==> src/rtl/fetch_pkg.sv <==
// Shared types and constants for the instruction fetch sequencer.
package fetch_pkg;

    // Fetch control states.
    typedef enum logic [1:0] {
        IDLE = 2'd0,
        RUN  = 2'd1,
        HALT = 2'd2
    } fetch_state_e;

    // Width of the opcode field at the top of every instruction word.
    localparam int unsigned OPC_W = 6;

    // Opcode that stops fetching once decode accepts it.
    localparam logic [OPC_W-1:0] HALT_OPC_DEFAULT = 6'h3F;

endpackage

==> src/rtl/fetch_skid_buffer.sv <==
// fetch_skid_buffer: synchronous FIFO of {pc, instr} pairs between fetch and decode.
// Flush empties the buffer and takes priority over push and pop in the same cycle.
module fetch_skid_buffer #(
    parameter int unsigned ADDR_W  = 72,
    parameter int unsigned INSTR_W = 72,
    parameter int unsigned DEPTH   = 4
) (
    input  logic                     clk,
    input  logic                     reset,
    input  logic                     push,
    input  logic [ADDR_W-1:0]        push_pc,
    input  logic [INSTR_W-1:0]       push_instr,
    input  logic                     pop,
    input  logic                     flush,
    output logic [$clog2(DEPTH):0]   count,
    output logic                     head_valid,
    output logic [ADDR_W-1:0]        head_pc,
    output logic [INSTR_W-1:0]       head_instr
);

    localparam int unsigned PTR_W = $clog2(DEPTH);
    localparam logic [PTR_W:0] FULL_CNT = (PTR_W + 1)'(DEPTH);

    logic [ADDR_W-1:0]  pc_mem    [DEPTH];
    logic [INSTR_W-1:0] instr_mem [DEPTH];

    logic [PTR_W-1:0] wr_ptr_q, wr_ptr_d;
    logic [PTR_W-1:0] rd_ptr_q, rd_ptr_d;
    logic [PTR_W:0]   count_q, count_d;
    logic             do_push;
    logic             do_pop;

    // Qualify push/pop against occupancy; a full buffer can still accept when popping.
    always_comb begin
        do_pop  = pop && (count_q != '0);
        do_push = push && ((count_q != FULL_CNT) || do_pop);
    end

    // Pointer and occupancy next-state; DEPTH is a power of two so pointers wrap naturally.
    always_comb begin
        wr_ptr_d = wr_ptr_q;
        rd_ptr_d = rd_ptr_q;
        count_d  = count_q;
        if (flush) begin
            wr_ptr_d = '0;
            rd_ptr_d = '0;
            count_d  = '0;
        end else begin
            if (do_push) begin
                wr_ptr_d = wr_ptr_q + 1'b1;
            end
            if (do_pop) begin
                rd_ptr_d = rd_ptr_q + 1'b1;
            end
            if (do_push && !do_pop) begin
                count_d = count_q + 1'b1;
            end else if (do_pop && !do_push) begin
                count_d = count_q - 1'b1;
            end
        end
    end

    // Pointer and occupancy registers with synchronous active-low reset.
    always_ff @(posedge clk) begin
        if (!reset) begin
            wr_ptr_q <= '0;
            rd_ptr_q <= '0;
            count_q  <= '0;
        end else begin
            wr_ptr_q <= wr_ptr_d;
            rd_ptr_q <= rd_ptr_d;
            count_q  <= count_d;
        end
    end

    // Entry storage; contents are don't-care until written, so no reset.
    always_ff @(posedge clk) begin
        if (do_push && !flush) begin
            pc_mem[wr_ptr_q]    <= push_pc;
            instr_mem[wr_ptr_q] <= push_instr;
        end
    end

    // Head of the queue is presented combinationally.
    always_comb begin
        count      = count_q;
        head_valid = (count_q != '0);
        head_pc    = pc_mem[rd_ptr_q];
        head_instr = instr_mem[rd_ptr_q];
    end

endmodule

==> src/rtl/fetch_sequencer.sv <==
// fetch_sequencer: owns the PC, issues instruction fetches, buffers responses with their PC
// and hands them to decode over valid/ready. Handles redirects, flushes and HALT detection.
// Optional build macro FETCH_PERF_CNT_EN adds saturating perf_fetch / perf_stall counters.
module fetch_sequencer
    import fetch_pkg::*;
#(
    parameter int unsigned       ADDR_W     = 72,
    parameter int unsigned       INSTR_W    = 72,
    parameter int unsigned       PC_STEP    = 1,
    parameter logic [ADDR_W-1:0] RESET_PC   = '0,
    parameter int unsigned       FIFO_DEPTH = 4,
    parameter logic [OPC_W-1:0]  HALT_OPC   = HALT_OPC_DEFAULT
) (
    input  logic               clk,
    input  logic               reset,
    input  logic               start,
    input  logic               redirect_valid,
    input  logic [ADDR_W-1:0]  redirect_pc,
    output logic               imem_req,
    output logic [ADDR_W-1:0]  imem_addr,
    input  logic [INSTR_W-1:0] imem_instr,
    output logic               dec_valid,
    input  logic               dec_ready,
    output logic [INSTR_W-1:0] dec_instr,
    output logic [ADDR_W-1:0]  dec_pc,
    output logic               halted,
`ifdef FETCH_PERF_CNT_EN
    output logic [31:0]        perf_fetch,
    output logic [31:0]        perf_stall,
`endif
    output logic               busy
);

    localparam int unsigned CNT_W = $clog2(FIFO_DEPTH) + 1;
    localparam logic [CNT_W:0] DEPTH_LIM = (CNT_W + 1)'(FIFO_DEPTH);

    fetch_state_e       state_q, state_d;
    logic [ADDR_W-1:0]  pc_q, pc_d;
    logic               inflight_q, inflight_d;
    logic [ADDR_W-1:0]  inflight_pc_q, inflight_pc_d;

    logic [CNT_W-1:0]   buf_count;
    logic               head_valid;
    logic [ADDR_W-1:0]  head_pc;
    logic [INSTR_W-1:0] head_instr;
    logic [OPC_W-1:0]   head_opc;
    logic [CNT_W:0]     occupancy;

    logic               redirect_take;
    logic               pop;
    logic               halt_take;
    logic               flush;
    logic               issue;
    logic               push;

    // Control decode: redirect, accept, HALT detection and issue credit.
    always_comb begin
        head_opc      = head_instr[INSTR_W-1 -: OPC_W];
        redirect_take = redirect_valid && (state_q != IDLE);
        pop           = head_valid && dec_ready;
        // Redirect wins over a HALT accepted in the same cycle.
        halt_take     = pop && (state_q == RUN) && (head_opc == HALT_OPC) && !redirect_valid;
        flush         = redirect_take || halt_take;
        // Buffered entries plus the outstanding response must leave room for one more.
        occupancy     = {1'b0, buf_count} + {{CNT_W{1'b0}}, inflight_q};
        issue         = (state_q == RUN) && (occupancy < DEPTH_LIM) && !redirect_valid
                        && !halt_take;
        // A response whose fetch predates a flush is dropped.
        push          = inflight_q && !flush;
    end

    // FSM next state: IDLE -> RUN on start, RUN -> HALT on HALT accept, HALT -> RUN on redirect.
    always_comb begin
        state_d = state_q;
        case (state_q)
            IDLE: begin
                if (start) begin
                    state_d = RUN;
                end
            end
            RUN: begin
                if (redirect_take) begin
                    state_d = RUN;
                end else if (halt_take) begin
                    state_d = HALT;
                end
            end
            HALT: begin
                if (redirect_valid) begin
                    state_d = RUN;
                end
            end
            default: state_d = IDLE;
        endcase
    end

    // PC and in-flight tracking next state; redirect loads the PC in every state.
    always_comb begin
        pc_d          = pc_q;
        inflight_d    = issue;
        inflight_pc_d = inflight_pc_q;
        if (redirect_valid) begin
            pc_d = redirect_pc;
        end else if (issue) begin
            pc_d = pc_q + ADDR_W'(PC_STEP);
        end
        if (issue) begin
            inflight_pc_d = pc_q;
        end
    end

    // Control registers with synchronous active-low reset.
    always_ff @(posedge clk) begin
        if (!reset) begin
            state_q       <= IDLE;
            pc_q          <= RESET_PC;
            inflight_q    <= 1'b0;
            inflight_pc_q <= '0;
        end else begin
            state_q       <= state_d;
            pc_q          <= pc_d;
            inflight_q    <= inflight_d;
            inflight_pc_q <= inflight_pc_d;
        end
    end

    fetch_skid_buffer #(
        .ADDR_W  (ADDR_W),
        .INSTR_W (INSTR_W),
        .DEPTH   (FIFO_DEPTH)
    ) u_skid_buffer (
        .clk        (clk),
        .reset      (reset),
        .push       (push),
        .push_pc    (inflight_pc_q),
        .push_instr (imem_instr),
        .pop        (pop),
        .flush      (flush),
        .count      (buf_count),
        .head_valid (head_valid),
        .head_pc    (head_pc),
        .head_instr (head_instr)
    );

    // Output drive.
    always_comb begin
        imem_req  = issue;
        imem_addr = pc_q;
        dec_valid = head_valid;
        dec_instr = head_instr;
        dec_pc    = head_pc;
        halted    = (state_q == HALT);
        busy      = (state_q == RUN);
    end

`ifdef FETCH_PERF_CNT_EN
    logic [31:0] perf_fetch_q;
    logic [31:0] perf_stall_q;

    // Saturating counters: issued fetches, and RUN cycles idle for reasons other than redirect.
    always_ff @(posedge clk) begin
        if (!reset) begin
            perf_fetch_q <= '0;
            perf_stall_q <= '0;
        end else begin
            if (issue && (perf_fetch_q != 32'hFFFF_FFFF)) begin
                perf_fetch_q <= perf_fetch_q + 32'd1;
            end
            if ((state_q == RUN) && !issue && !redirect_valid
                && (perf_stall_q != 32'hFFFF_FFFF)) begin
                perf_stall_q <= perf_stall_q + 32'd1;
            end
        end
    end

    // Counter outputs.
    always_comb begin
        perf_fetch = perf_fetch_q;
        perf_stall = perf_stall_q;
    end
`else
    // Performance counters are absent from this build.
`endif

endmodule
==> config.mk <==
export PLATFORM = sky130hd
export DESIGN_NAME = fetch_sequencer
export DESIGN_NICKNAME = d
export VERILOG_FILES = /design/src/rtl/fetch_pkg.sv /design/src/rtl/fetch_skid_buffer.sv /design/src/rtl/fetch_sequencer.sv
export SDC_FILE = /design/constraint.sdc
export NUM_CORES = 1
export LEC_CHECK = 0
export CORE_MARGIN = 4
export CORE_UTILIZATION = 50
export DETAILED_ROUTE_END_ITERATION = 16
export GPL_TIMING_DRIVEN = 0
export PLACE_DENSITY = 0.73
export SYNTH_ARGS = -nofsm -noshare
export SYNTH_HDL_FRONTEND = slang
export SYNTH_SLANG_ARGS = --single-unit
==> constraint.sdc <==
create_clock -name clk -period 7.5 [get_ports clk]
set_clock_uncertainty 0.15 [all_clocks]
set_input_delay 1.5 -clock clk [delete_from_list [all_inputs] [get_ports clk]]
set_output_delay 1.5 -clock clk [all_outputs]
set_load 0.1 [all_outputs]
==> impl_metrics.json, run 1 <==
{
  "dr.pass1.iters": 6,
  "grt.total_usage_pct": 24.3,
  "p_comb_share_pct": 30.3,
  "synthesis.nets": 1847,
  "seqCellArea_um2": 20400,
  "gp_congestion": 0.936,
  "grtUsageMet3_pct": 6.95,
  "period_share_pct": 81.1,
  "wl_per_cell_um": 25.1,
  "synth_top_area_share_pct": 61.3,
  "crit_path_max_fanout": 10,
  "cp-start-kind": "flip-flop",
  "numPortBuffers": 368,
  "reg2regPathDepth": 8,
  "synth_xor_xnor_area_share_pct": 1.24,
  "rrSetupSlack_ps": 4130,
  "clk_latency_ps": 610,
  "die_x_um": 246,
  "relSlewSlack_pct": 23.8,
  "hold_path.class": "reg2reg",
  "yosys_register_bits": 732,
  "die-area_um2": 60300,
  "hold_viol_final": 0,
  "switching_share_pct": 35.7,
  "switchingPower_mw": 4.22,
  "fp.dieH_um": 246,
  "final_cell_mix": "edfxtp_1 (576), clkdlybuf4s50_1 (368), nand2_1 (229)",
  "place_ws_ps": 1470,
  "seqPwrFrac_pct": 38.4,
  "cp_num_buf_inv": 4,
  "total_power_mw": 11.8,
  "grt_pass1_vias": 17504,
  "outcome": "finished clean",
  "path_class": "reg2out",
  "start_util_pct": 50.9,
  "synth.distinct_cells": 65,
  "crit_cells": 5,
  "top_usage_layer": "met2",
  "clk_pin_slew_ps": 60,
  "use_met2_pct": 39.3,
  "drive_above_1_share_pct": 16.0,
  "cts_sinks": 732,
  "core_area_um2": 55500,
  "grt_first_pass_wirelength_mm": 109,
  "setup.worst_path.end_class": "output pin",
  "cellLeakagePower_nw": 11.3,
  "post_cts.repair.setup_buffers": 0,
  "p_int_mw": 7.62,
  "synth_top_family_by_area": "multiplexers",
  "synthAdderAreaFrac_pct": 0.337,
  "tightest_slew_ps": 1140,
  "drc": 0,
  "post_drt_via_cell_ratio": 5.79,
  "cp.arrival_ps": 4430,
  "syn2layout_area_growth_pct": 26.3,
  "hp-start": "inflight_pc_q[25]$_SDFFE_PN0P_",
  "num_vias": 17122,
  "ys_async_sr_fraction_pct": 0,
  "fin_crit_ps": 6080,
  "power_per_cell_area_nw_per_um2": 332,
  "cts_made_buffers": 75,
  "synth_edf_count": 576,
  "nFillCells": 3992,
  "cts_tree": "done",
  "crit_path_frequent_cell": "clkbuf_1",
  "synth_compound_area_share_pct": 4.51,
  "antenna_found_initial": 7,
  "fmax_mhz": 164,
  "overflow": 0,
  "worst_path_largest_cell_delay_ps": 1160,
  "final_common_cell": "edfxtp_1",
  "grt.met1_usage_pct": 31.5,
  "holdBufCountCts": 0,
  "fp-row-count": 86,
  "drv_slew": 0,
  "final_nets": 2304,
  "finalWorstSetupSlack_ps": 1420,
  "rr_endpoint": "u_skid_buffer.instr_mem[2][51]$_DFFE_PP_",
  "vdd_drop_max_mv": 0.265,
  "min_path_cells": 0,
  "io_pins": 369,
  "root_buffer": "clkbuf_16",
  "cts_resized": 0,
  "ys_seq_area_share_pct": 72.3,
  "p_clk_share_pct": 31.3,
  "synth-simple-area-share_pct": 8.22,
  "critPathSlowestCell": "clkdlybuf4s50_1",
  "synthTopCellsByArea": "edfxtp_1 (61%), mux4_2 (11%), dfxtp_1 (11%)",
  "critPathRequiredTime_ps": 5850,
  "setup_viol": 0,
  "hold-path-endpoint": "u_skid_buffer.pc_mem[2][25]$_DFFE_PP_",
  "cp_top_family": "buffers and inverters",
  "rsz0062_at_grt": "no",
  "synth_cells": 1691,
  "synth_area_leader_cell": "edfxtp_1",
  "drv_cap": 0,
  "hpwl_mm": 51.0,
  "ys.flop_type": "edfxtp_1",
  "path_cells": "buf_2 > clkbuf_1 > clkbuf_1 > mux4_2 > clkdlybuf4s50_1",
  "antenna_left": 0,
  "cts_buffer_depth": 3,
  "whs_ps": 346,
  "htreeDepth": 3,
  "drt_iter0_markers": 1491,
  "multi_input_area_um2": 7340,
  "avgSynthCellArea_um2": 16.7,
  "synth_area_um2": 28200,
  "routed_wl_mm": 74.2,
  "ys_warn_count": 0,
  "synthMuxAreaShare_pct": 11.7,
  "grt_max_degree": 51
}
==> layer usage <==
layer  share of wire (%)  up-vias
met2                  48      780
met5               0.066        -
met1                  39     8600
li1                    -     7572
met3                 9.1      162
met4                 3.7        8
==> area by class of cell <==
cell class,instances,area share [%]
diodes,4,0.0281
plain buffers,92,1.17
inverters,18,0.189
multi-input cells,849,20.6
flip-flops and latches,732,57.2
repair buffers,380,11.2
clock inverters,42,1.12
clock buffers,94,5.82
well taps,748,2.62
==> cells in the mapped netlist, drive strengths merged (12+ instances only) <==
cell type and instances:
nand4 28, o311ai 16, nor3 22, nand2 230
clkbuf 49, and2 12, mux4 144, a21oi 110
nor4 36, edfxtp 576, nor2 38, xnor2 37
inv 18, nand3 39, dfxtp 156, o21ai 41
buf 43
==> registers in the layout, summed over array words and instances (netlist names), named ones only <==
name	cells
inflight_pc_q	72
u_skid_buffer.rd_ptr_q	2
u_skid_buffer.instr_mem	288
state_q	2
imem_addr	72
u_skid_buffer.wr_ptr_q	2
u_skid_buffer.count	3
inflight_q	1
u_skid_buffer.pc_mem	288
==> worst max path at each step <==
stage | slack, ps | endpoint | from
floorplan | 1200 | u_skid_buffer.instr_mem[0][0]$_DFFE_PP_ | dec_ready
global placement | -2200 | u_skid_buffer.instr_mem[2][46]$_DFFE_PP_ | dec_ready
detailed placement | 1470 | imem_req | dec_ready
CTS | 1310 | dec_pc[70] | flip-flop
global route | 1240 | dec_pc[70] | flip-flop
finish | 1420 | dec_pc[35] | flip-flop
==> power groups by stage <==
stage          registers, mW  clock network, mW  logic, mW
2_1_floorplan           4.78                  0       2.56
3_3_place_gp            4.64                  0       3.58
3_5_place_dp            4.63                  0       3.60
4_1_cts                 4.55               3.77       3.61
5_1_grt                 4.56               3.94       3.70
6_report                4.55               3.71       3.58
==> metrics by stage <==
step           std cells  utilization, %  setup TNS (ps)  instance area, µm²
2_1_floorplan       1691               -               0               28200
6_report            2959            64.3               0               35700
3_5_place_dp        2819            59.8               0               33200
3_3_place_gp        2807            59.2        -1251540               32900
4_1_cts             2955            64.2               0               35700
5_1_grt             2958            64.2               0               35700
==> cells by family (layout without fill, tap and decap cells) <==
group	after synthesis	count (layout)
AO/OA/AOI/OAI	212	212
AND/OR/NAND/NOR	441	441
multiplexers	149	149
buffers and inverters	110	626
flip-flops	732	732
adder cells (fa/ha/maj)	7	7
other	0	4
XOR/XNOR	40	40
==> worst register-to-register path, cell delays in order, from the launching register on <==
cell and delay (ps):
dfxtp_1 320, buf_6 190, mux4_2 560, nand3_2 190
or3_1 120, buf_2 200, o2111a_1 350, and2_4 540
buf_16 350
(Power assumes the default switching activity.)
==> run 2, diff against run 1 <==
==> constraint.sdc (replaced) <==
create_clock -name clk -period 5.8 [get_ports clk]
set_clock_uncertainty 0.15 [all_clocks]
set_input_delay 1.16 -clock clk [delete_from_list [all_inputs] [get_ports clk]]
set_output_delay 1.16 -clock clk [all_outputs]
set_load 0.1 [all_outputs]
==> run 2 against run 1 <==
First-iteration DRC count decreased by 7.4%. Critical path type unchanged. Via count is essentially flat. Non-clock buffer count decreased by 4. Critical endpoint is now dec_pc[31]. Utilization down 0.43 points.
==> impl_metrics.json, run 2 (synthesis results as in run 1) <==
{
  "dr.pass1.iters": 5,
  "grt_first_pass_wirelength_mm": 108,
  "routed_wl_mm": 73.4,
  "hold_viol_final": 0,
  "relSlewSlack_pct": 22.8,
  "power_per_cell_area_nw_per_um2": 424,
  "hpwl_mm": 50.1,
  "drv_slew": 0,
  "die_x_um": 246,
  "cts_buffer_depth": 3,
  "final_common_cell": "edfxtp_1",
  "die-area_um2": 60300,
  "final_nets": 2299,
  "layout.cells.non_filler": 2954,
  "cts_resized": 0,
  "num_vias": 17124,
  "tns_ps": 0,
  "syn2layout_area_growth_pct": 25.5,
  "grt_max_degree": 53,
  "cp.arrival_ps": 4350,
  "grt_pass1_vias": 17266,
  "vdd_drop_max_mv": 0.411,
  "path_cells": "buf_2 > clkdlybuf4s15_1 > clkbuf_1 > mux4_2 > clkdlybuf4s50_1",
  "holdBufCountCts": 0,
  "drc": 0,
  "worst_path_largest_cell_delay_ps": 1200,
  "final_cell_mix": "edfxtp_1 (576), clkdlybuf4s50_1 (365), nand2_1 (229)",
  "cts_made_buffers": 74,
  "fin_crit_ps": 5660,
  "core_area_um2": 55500,
  "clk_pin_slew_ps": 60,
  "post_cts.repair.setup_buffers": 0,
  "drt_iter0_markers": 1380,
  "setup_viol": 0,
  "fp.dieH_um": 246,
  "place_area_um2": 33100,
  "root_buffer": "clkbuf_16",
  "antenna_found_initial": 9,
  "fmax_mhz": 177,
  "final_area_um2": 35400,
  "period_share_pct": 97.6,
  "path_class": "reg2out",
  "cp_top_family": "buffers and inverters",
  "antenna_left": 0,
  "rsz0062_at_grt": "no",
  "critPathRequiredTime_ps": 4490,
  "nFillCells": 4025,
  "gp_congestion": 0.932,
  "cp_num_buf_inv": 4,
  "io_pins": 369,
  "drive_above_1_share_pct": 15.2,
  "cp-start-kind": "flip-flop",
  "htreeDepth": 3,
  "cts_sinks": 732,
  "hold_path.class": "reg2reg",
  "crit_path_max_fanout": 10,
  "tightest_slew_ps": 1150,
  "drv_cap": 0,
  "critPathSlowestCell": "clkdlybuf4s50_1",
  "outcome": "finished clean",
  "fp-row-count": 86,
  "cts_tree": "done",
  "post_drt_via_cell_ratio": 5.80,
  "clk_latency_ps": 610,
  "cellLeakagePower_nw": 11.2,
  "top_regs": "u_skid_buffer.instr_mem x288, u_skid_buffer.pc_mem x288",
  "setup.worst_path.end_class": "output pin",
  "overflow": 0,
  "numPortBuffers": 368,
  "dp_cells": 2816,
  "total_power_mw": 15.0,
  "start_util_pct": 50.9,
  "grt.total_usage_pct": 24.1,
  "wl_per_cell_um": 24.8
}
[run 2: cell types whose count changed in the layout (fill, tap and decap cells not counted), moves of 3 or more]
cell and change:
clkinv_2 -9, clkbuf_1 +6, clkinv_1 +6, buf_16 -4, bufinv_16 -4, clkdlybuf4s50_1 -3, clkinv_8 -3, dlymetal6s2s_1 +3
[run 2: routing by layer]
layer  share of wire (%)  global-route usage, %
met3                 9.1                   6.72
met4                 4.1                   9.81
met5               0.071                      0
met1                  39                   31.7
met2                  48                   38.2
[run 2: power by group]
part	total, mW	internal, mW	switching [mW]
registers	5.88	5.77	0.112
clock network	4.53	2.62	1.91
logic	4.63	1.26	3.37
[run 2: path summary, 6_finish.rpt]
path,startpoint,endpoint,slack [ps],depth (start not counted)
worst max register to register,flip-flop,u_skid_buffer.instr_mem[1][50]$_DFFE_PP_,1710,10
worst max-delay path,flip-flop,dec_pc[31],140,5
worst min-delay path,inflight_pc_q[14]$_SDFFE_PN0P_,inflight_pc_q[14]$_SDFFE_PN0P_,340,2
worst min register to register,inflight_pc_q[14]$_SDFFE_PN0P_,inflight_pc_q[14]$_SDFFE_PN0P_,340,2
[run 2: worst reg2reg max path, stage by stage, from the launching register on]
cell      delay [ps]
dfxtp_1          330
buf_6            290
mux4_2           610
nand3_2          190
or3_1            120
buf_2            200
o2111a_1         360
and2_4           540
buf_16           310
buf_12           360
buf_12           270
[run 2: stage by stage]
stage	setup slack [ps]	hold slack (ps)	util, %
2_1_floorplan	1230	310	-
4_1_cts	29.3	340	63.8
3_3_place_gp	-643	318	59.2
6_report	139	344	63.8
3_5_place_dp	445	333	59.6
5_1_grt	8.64	367	63.8
[run 2: final cells by class]
| class | instances | area (µm²) | area share [%] |
|---|---|---|---|
| inverters | 18 | 67.6 | 0.191 |
| multi-input cells | 849 | 7340 | 20.7 |
| diodes | 4 | 10.0 | 0.0282 |
| repair buffers | 377 | 3920 | 11.1 |
| flip-flops and latches | 732 | 20400 | 57.6 |
| clock buffers | 102 | 2090 | 5.91 |
| plain buffers | 91 | 425 | 1.20 |
| well taps | 748 | 936 | 2.64 |
| clock inverters | 33 | 218 | 0.614 |
